<file path="src/rtl/dpi_stream_sequencer.sv">
// dpi_stream_sequencer: maps each packet's flow key to a 6-bit stream ID in a
// 64-entry flow table and sequences the matcher-side restore / characters / save
// so that the three phases of a packet never overlap. All outputs are registered.
module dpi_stream_sequencer #(
    parameter int KEY_W     = 32,
    parameter int NUM_RULES = 8
) (
    input  logic                 clk,
    input  logic                 rst,
    input  logic                 in_vld,
    output logic                 in_rdy,
    input  logic                 in_sop,
    input  logic                 in_eop,
    input  logic [7:0]           in_data,
    input  logic [KEY_W-1:0]     in_key,
    input  logic [NUM_RULES-1:0] cfg_enable,
    input  logic                 cfg_clear,
    output logic                 load_state,
    output logic [5:0]           stream_id,
    output logic                 new_stream_id,
    output logic [NUM_RULES-1:0] enable,
    output logic [7:0]           char_in,
    output logic                 char_in_vld,
    output logic                 eop,
    output logic                 busy,
    output logic [15:0]          evict_cnt,
    output logic [15:0]          proto_err_cnt
);

    localparam int DEPTH = 64;

    typedef enum logic [2:0] {IDLE, LOOKUP, LOAD, WAIT, STREAM, DRAIN, EOP} state_t;

    state_t                 state_q, state_d;

    // flow table
    logic [DEPTH-1:0]       tbl_vld;
    logic [KEY_W-1:0]       tbl_key [DEPTH];
    logic [5:0]             repl_ptr;
    logic                   clr_pend;

    // packet header captured on the sop beat
    logic [7:0]             byte_hold;
    logic [KEY_W-1:0]       key_hold;
    logic [NUM_RULES-1:0]   cfg_hold;
    logic                   one_byte;

    // lookup results
    logic                   hit, free, evict;
    logic [5:0]             hit_idx, free_idx, lk_idx;

    // next values of the registered outputs
    logic                   in_rdy_d, load_d, new_d, vld_d, eop_d, busy_d;
    logic [5:0]             sid_d;
    logic [NUM_RULES-1:0]   en_d;
    logic [7:0]             char_d;
    logic                   perr_inc;
    logic                   accept;
    logic                   clr_now;

    function automatic logic [15:0] sat_inc(input logic [15:0] v);
        return (v == 16'hFFFF) ? v : v + 16'd1;
    endfunction

    assign accept  = in_vld && in_rdy;
    // a pending or same-cycle clear takes effect on any IDLE cycle
    assign clr_now = (state_q == IDLE) && (clr_pend || cfg_clear);

    // Priority search: lowest matching valid entry, else lowest free entry, else round-robin victim.
    always_comb begin
        hit      = 1'b0;
        hit_idx  = '0;
        free     = 1'b0;
        free_idx = '0;
        for (int i = DEPTH - 1; i >= 0; i--) begin
            if (tbl_vld[i] && (tbl_key[i] == key_hold)) begin
                hit     = 1'b1;
                hit_idx = 6'(i);
            end
            if (!tbl_vld[i]) begin
                free     = 1'b1;
                free_idx = 6'(i);
            end
        end
        evict  = !hit && !free;
        lk_idx = hit ? hit_idx : (free ? free_idx : repl_ptr);
    end

    // Next-state and next-output logic; outputs are registered from these values.
    always_comb begin
        state_d  = state_q;
        load_d   = 1'b0;
        new_d    = 1'b0;
        vld_d    = 1'b0;
        eop_d    = 1'b0;
        char_d   = char_in;
        sid_d    = stream_id;
        en_d     = enable;
        perr_inc = 1'b0;
        case (state_q)
            IDLE: begin
                if (accept) begin
                    if (in_sop) state_d  = LOOKUP;
                    else        perr_inc = 1'b1;
                end
            end
            LOOKUP: begin
                state_d = LOAD;
                load_d  = 1'b1;
                new_d   = !hit;
                sid_d   = lk_idx;
                en_d    = cfg_hold;
            end
            LOAD: state_d = WAIT;
            WAIT: begin
                state_d = STREAM;
                char_d  = byte_hold;
                vld_d   = 1'b1;
            end
            STREAM: begin
                if (one_byte) begin
                    state_d = DRAIN;
                end else if (accept) begin
                    char_d   = in_data;
                    vld_d    = 1'b1;
                    perr_inc = in_sop;
                    if (in_eop) state_d = DRAIN;
                end
            end
            DRAIN: begin
                // hold off eop until a cycle with no character so the last
                // character is always separated from the save pulse
                if (!char_in_vld) begin
                    state_d = EOP;
                    eop_d   = 1'b1;
                end
            end
            EOP:     state_d = IDLE;
            default: state_d = IDLE;
        endcase
        in_rdy_d = (state_d == IDLE) || ((state_d == STREAM) && !one_byte);
        busy_d   = (state_d != IDLE);
    end

    // Control state, registered outputs, table valid bits and counters.
    always_ff @(posedge clk or posedge rst) begin
        if (rst) begin
            state_q       <= IDLE;
            in_rdy        <= 1'b0;
            load_state    <= 1'b0;
            stream_id     <= '0;
            new_stream_id <= 1'b0;
            enable        <= '0;
            char_in       <= '0;
            char_in_vld   <= 1'b0;
            eop           <= 1'b0;
            busy          <= 1'b0;
            evict_cnt     <= '0;
            proto_err_cnt <= '0;
            tbl_vld       <= '0;
            repl_ptr      <= '0;
            clr_pend      <= 1'b0;
        end else begin
            state_q       <= state_d;
            in_rdy        <= in_rdy_d;
            load_state    <= load_d;
            stream_id     <= sid_d;
            new_stream_id <= new_d;
            enable        <= en_d;
            char_in       <= char_d;
            char_in_vld   <= vld_d;
            eop           <= eop_d;
            busy          <= busy_d;
            if (perr_inc) proto_err_cnt <= sat_inc(proto_err_cnt);
            if (clr_now) begin
                tbl_vld  <= '0;
                repl_ptr <= '0;
                clr_pend <= 1'b0;
            end else begin
                if (cfg_clear) clr_pend <= 1'b1;
                if ((state_q == LOOKUP) && !hit) begin
                    tbl_vld[lk_idx] <= 1'b1;
                    if (evict) begin
                        repl_ptr  <= repl_ptr + 6'd1;
                        evict_cnt <= sat_inc(evict_cnt);
                    end
                end
            end
        end
    end

    // Data-only storage: packet header capture and table keys.
    always_ff @(posedge clk) begin
        if ((state_q == IDLE) && accept && in_sop) begin
            byte_hold <= in_data;
            key_hold  <= in_key;
            cfg_hold  <= cfg_enable;
            one_byte  <= in_eop;
        end
        if ((state_q == LOOKUP) && !hit) tbl_key[lk_idx] <= key_hold;
    end

endmodule
</file>
<file path="config.mk">
export PLATFORM = sky130hd
export DESIGN_NAME = dpi_stream_sequencer
export DESIGN_NICKNAME = d
export VERILOG_FILES = /design/src/rtl/dpi_stream_sequencer.sv
export SDC_FILE = /design/constraint.sdc
export NUM_CORES = 2
export LEC_CHECK = 0
export ABC_CLOCK_PERIOD_IN_PS = 10500
export CAP_MARGIN = 20
export CORE_UTILIZATION = 35
export CTS_CLUSTER_DIAMETER = 30
export DETAILED_ROUTE_END_ITERATION = 16
export PLACE_DENSITY = 0.47
export SYNTH_ARGS = -nofsm -noshare
export SYNTH_HDL_FRONTEND = slang
export SYNTH_SLANG_ARGS = --single-unit
</file>
<file path="constraint.sdc">
create_clock -name clk -period 10.5 [get_ports clk]
set_clock_uncertainty 0.15 [all_clocks]
set_input_delay 2.1 -clock clk [delete_from_list [all_inputs] [get_ports clk]]
set_output_delay 2.1 -clock clk [all_outputs]
set_load 0.01 [all_outputs]
</file>
# Word level (Yosys, flattened, before mapping)
# Memory sizes are Yosys's and may differ from the RTL's.
# Cells that the tools add are included.
# word_totals
reg_bits	183
ramBits	2048
in_bits	54
out_inout_bits	60
word_cells	482
memories	1
# op_classes
add_sub_neg	3
n_lt_le_gt_ge	2
eq_ne	74
n_mux	291
n_bitwise	4
reduce_logical	88
# memory_table
memory	depth	word_bits	rd	rd_ports_with_merged_regs	wr	line_no	source
tbl_key	64	32	64	0	1	38	logic [KEY_W-1:0] tbl_key [DEPTH];
# op_table
operator	count
$eq 32x32->1	64
$mux 6	133
$mux 1	143
$mux 64	2
$logic_and 1x1->1	72
$or 64x64->64	1
$add 16x1->16 const B	2
$eq 16x16->1 const B	2
$mux 3	6
$pmux 3 s6	1
$mux 8	2
$pmux 8 s2	1
$eq 3x3->1 const B	3
$reduce_bool 2->1	4
$lt 6x7->1 const B	1
$add 6x1->6 const B	1
$demux 1 s6	1
$eq 3x2->1 const B	2
$ge 6x1->1 const B	1
$logic_not 3->1	2
$ne 2x2->1 const B	2
$pmux 1 s2	2
$reduce_and 2->1	2
$reduce_and 4->1	1
other kinds (6)	11

# Logic depth before layout (Yosys ltp)
# logic_depth
word_depth	74
ltp_mapped	20
mapped_depth_nobuf	14

# Worst setup path after synthesis
# Ideal clock, no wire load.
# synth_timing
path_kind	flip-flop to flip-flop
from	reg key_hold[18]
to	mem tbl_key[63][0], enable pin
setup_ps	461
arrival_ps	6428
t_required_ps	9889
setup_slack_ps	3461
path_stages_with_launch	17
n_path_buf	5
synth_period_minus_slack_ps	7039
cell_sequence	edfxtp_1 -> buf_4 -> buf_4 -> buf_4 -> xnor2_1 -> o21ai_0 -> nor4_1 -> nand3_1 -> or4_1 -> a311o_1 -> a2111oi_1 -> o21ai_1 -> o21ai_1 -> a31oi_1 -> buf_2 -> clkbuf_1 -> nor3_1
# synth_between
elab_chain_cells	70
elab_cells_between_ends	261
classes_between	eq/ne (64); mux (131); reduce/logical (66)
# synth_lines
item	line_no	source
start, declared	44	logic [KEY_W-1:0] key_hold;
start signal, assigned	196	key_hold <= in_key;
$eq 32x32->1	76	if (tbl_vld[i] && (tbl_key[i] == key_hold)) begin
$logic_and 1x1->1	76	
$mux 1 (64 in a row)	76	
$logic_not 1->1	200	if ((state_q == LOOKUP) && !hit) tbl_key[lk_idx] <= key_hold;
$logic_and 1x1->1	200	
$mux 1	200	
$mux 1 (not written as such)	200	
end, declared	38	
# Parallel ways exist; a longest one is shown, timed or not.

# Final worst setup path
# layout_timing
from	reg key_hold[18]
to	mem tbl_key[11][26], enable pin
# Same word-level chain as after synthesis.

==> impl_metrics.tcl <==
set metrics [dict create \
    status "finished, final reports clean" \
    syn_inst 6048 \
    drive_gt1_frac 0.149 \
    viasPerCell 4.94 \
    worst_slew_pin_slew_ps 1130 \
    clk_latency_ps 900 \
    end_kind "register" \
    synthDistinctLibCells 80 \
    coreArea_mm2 0.271 \
    synth_area_mm2 0.0952 \
    start_kind "register" \
    drt_iter0_markers 4191 \
    cts_tree "yes" \
    synth_seq_cells 2231 \
    rsz0062_at_grt "no" \
    min_to "enable[6]" \
    gp_routability_congestion 0.861 \
    powerDensity_mw_per_mm2 232 \
    cts.clk_slew.worst_paths_ps 50 \
    grt_pass1_vias 53600 \
    period_share 0.650 \
    reg2reg_from "key_hold[18]" \
    die_w_um 523 \
    yosys_warnings 0 \
    drv_cap 0 \
    holdWs_ps 283 \
    die_area_mm2 0.274 \
    layout.nets 6691 \
    hold_path_class "register to register" \
    ys_seq_area_frac 0.697 \
    drt_first_pass_iters 7 \
    grt_max_degree 79 \
    p_leak_uw 0.0390 \
    dpl.cell_count 9669 \
    start_util 0.352 \
    drc 0 \
    ir_worst_vdd_mv 0.144 \
    core.rowCount 191 \
    setup-tns-final_ps 0 \
    wl_um 274000 \
    slew_viol_final 0 \
    overflow 0 \
    hold_viol 0 \
    slew-limit-headroom 0.242 \
    hp-start "cfg_hold[6]" \
    worstRegToRegCells 15 \
    max-clock-path-buffers 4 \
    setup_viol 0 \
    async_flop_share 0.0601 \
    antenna_found_initial 15 \
    yosys.area.top_type_share 0.662 \
    final_cells 10600 \
    finalCriticalPeriod_ps 6830 \
    htree_levels 6 \
    crit_arrival_ps 7200 \
    grt_pass1_wl_um 392000 \
    fmax_mhz 146 \
    synth_commonest_cells "edfxtp_1, xnor2_1, xor2_1, nand4_1, nor4_1" \
    io-pin-count 114 \
    cts_hold_buf 0 \
    root_buffer "clkbuf_16" \
    path_max_fanout 64 \
    area_delta_synth_final_pct 24.7 \
    synth.net_count 6105 \
    drtAntennaViolNets 0 \
    synth_most_common_cell "edfxtp_1" \
    worstSetupPathType "register to register" \
    grt.total_usage 0.198 \
    synth_ff_type "edfxtp_1" \
    postSynthAreaPerCell_um2 15.7 \
    reg2reg_slack_ps 3670 \
    critical_path_required_ps 10870 \
    routedWlPerCell_um 25.7 \
    vias 52500 \
    synth_area_leaders "edfxtp_1, xnor2_1, xor2_1, dfrtp_1, nand4_1" \
    cts.sinks 2231 \
    dpl.hpwl_um 154000 \
    synth_top_area_cell "edfxtp_1" \
    port_buffers 113 \
    postCtsSetupBuffers 0 \
    cts-buffers-inserted 532 \
    die_h_um 523 \
    reg2reg_to "tbl_key[11][26]" \
    cts.repair.resized 0 \
    min_delay_path_depth 2 \
    synth_edf_count 2097 \
]
==> layer usage <==
metal	vias up	GRT usage	part of all wire
met2	1391	0.313	0.46
met3	414	0.0324	0.047
met4	0	0.0563	0.021
met1	27100	0.281	0.47
met5	-	0	0
li1	23500	-	-
==> stage by stage <==
stage / power (uW) / worst slack (ps) / instance area [um2] / util
floorplan: 11000 / 3460 / 95200 / -
global placement: 11600 / 3660 / 101000 / 0.373
detailed placement: 11600 / 3620 / 101000 / 0.374
CTS: 27800 / 3500 / 119000 / 0.438
global route: 28300 / 3420 / 119000 / 0.439
finish: 27500 / 3670 / 119000 / 0.439
==> power by group <==
group          internal (uW)  switching, uW  leakage, uW
Combinational            492            972      0.00983
Clock                  11000           5020      0.00851
Sequential              9880           89.8       0.0206
Total                  21400           6080       0.0390
==> sequential cells by signal, summed over array words and instances (netlist names) <==
register and cells:
tbl_key 2048, tbl_vld 64, key_hold 32, evict_cnt 16, proto_err_cnt 16, byte_hold 8, cfg_hold 8, char_in 8
enable 8, repl_ptr 6, stream_id 6, state_q 3, busy 1, char_in_vld 1, clr_pend 1, eop 1
in_rdy 1, load_state 1, new_stream_id 1, one_byte 1
==> worst max-delay path, cell delays in order (launching register included) <==
cell and delay (ps):
edfxtp_1 870, buf_12 450, buf_4 480, xor2_1 190, nor4_1 70, nand3_1 70
or3_1 170, nand4_1 260, nor4_1 1000, nand4b_2 370, a21oi_1 200, nand3b_1 150
buf_4 420, nand2_1 620, nor3_2 350, buf_4 440
==> area by class of cell <==
cell class	instances	area, um2
diodes	5	12.5
clock buffers	649	14100
clock inverters	300	3430
fillers	24000	152000
inverters	47	181
multi-input cells	3511	26900
flip-flops and latches	2231	66300
well taps	3570	4470
repair buffers	311	3280
==> worst max path at each step <==
| stage | startpoint | cells after the start | slack, ps | endpoint |
|---|---|---|---|---|
| after floorplan | key_hold[18] | 16 | 3460 | tbl_key[63][0] |
| after detailed placement | key_hold[18] | 15 | 3620 | tbl_key[9][3] |
| after CTS | key_hold[18] | 15 | 3500 | tbl_key[9][26] |
| after global placement | key_hold[18] | 15 | 3660 | tbl_key[9][4] |
| after global routing | key_hold[18] | 15 | 3420 | tbl_key[3][8] |
| final | key_hold[18] | 15 | 3670 | tbl_key[11][26] |
==> placed cells by master (no fill, tap or decap), types with 10 or more instances in the layout <==
cell	count
bufinv_16	64
nor3_1	80
clkbuf_1	94
clkbuf_8	12
dfrtp_1	134
clkinv_1	91
buf_4	146
buf_12	50
clkinvlp_4	26
nor4_1	221
inv_1	43
clkinv_4	11
clkbuf_16	543
nand4_1	349
clkdlybuf4s50_1	113
o21a_1	44
inv_6	22
xnor2_1	1330
edfxtp_1	2097
a31oi_1	10
nor3_2	19
mux2i_1	10
and3_1	39
or3_1	22
nand2_1	153
clkinv_2	70
nor2_1	85
a21oi_1	35
o21ai_0	42
nor2_2	13
clkinv_8	11
xor2_1	745
nand2b_1	19
nand3_1	147
==> kinds of logic (layout without fill, tap and decap cells) <==
| logic type | count (synthesis) | count (layout) | synth area share |
|---|---|---|---|
| XOR/XNOR | 2075 | 2075 | 0.191 |
| AO/OA/AOI/OAI | 196 | 196 | 0.0137 |
| flip-flops | 2231 | 2231 | 0.697 |
| adder cells (fa/ha/maj) | 3 | 3 | 0.000395 |
| multiplexers | 12 | 12 | 0.00129 |
| buffers and inverters | 306 | 1307 | 0.0243 |
| AND/OR/NAND/NOR | 1225 | 1225 | 0.0723 |
| other | 0 | 5 | 0 |
Power figures use the tool's default switching activity.
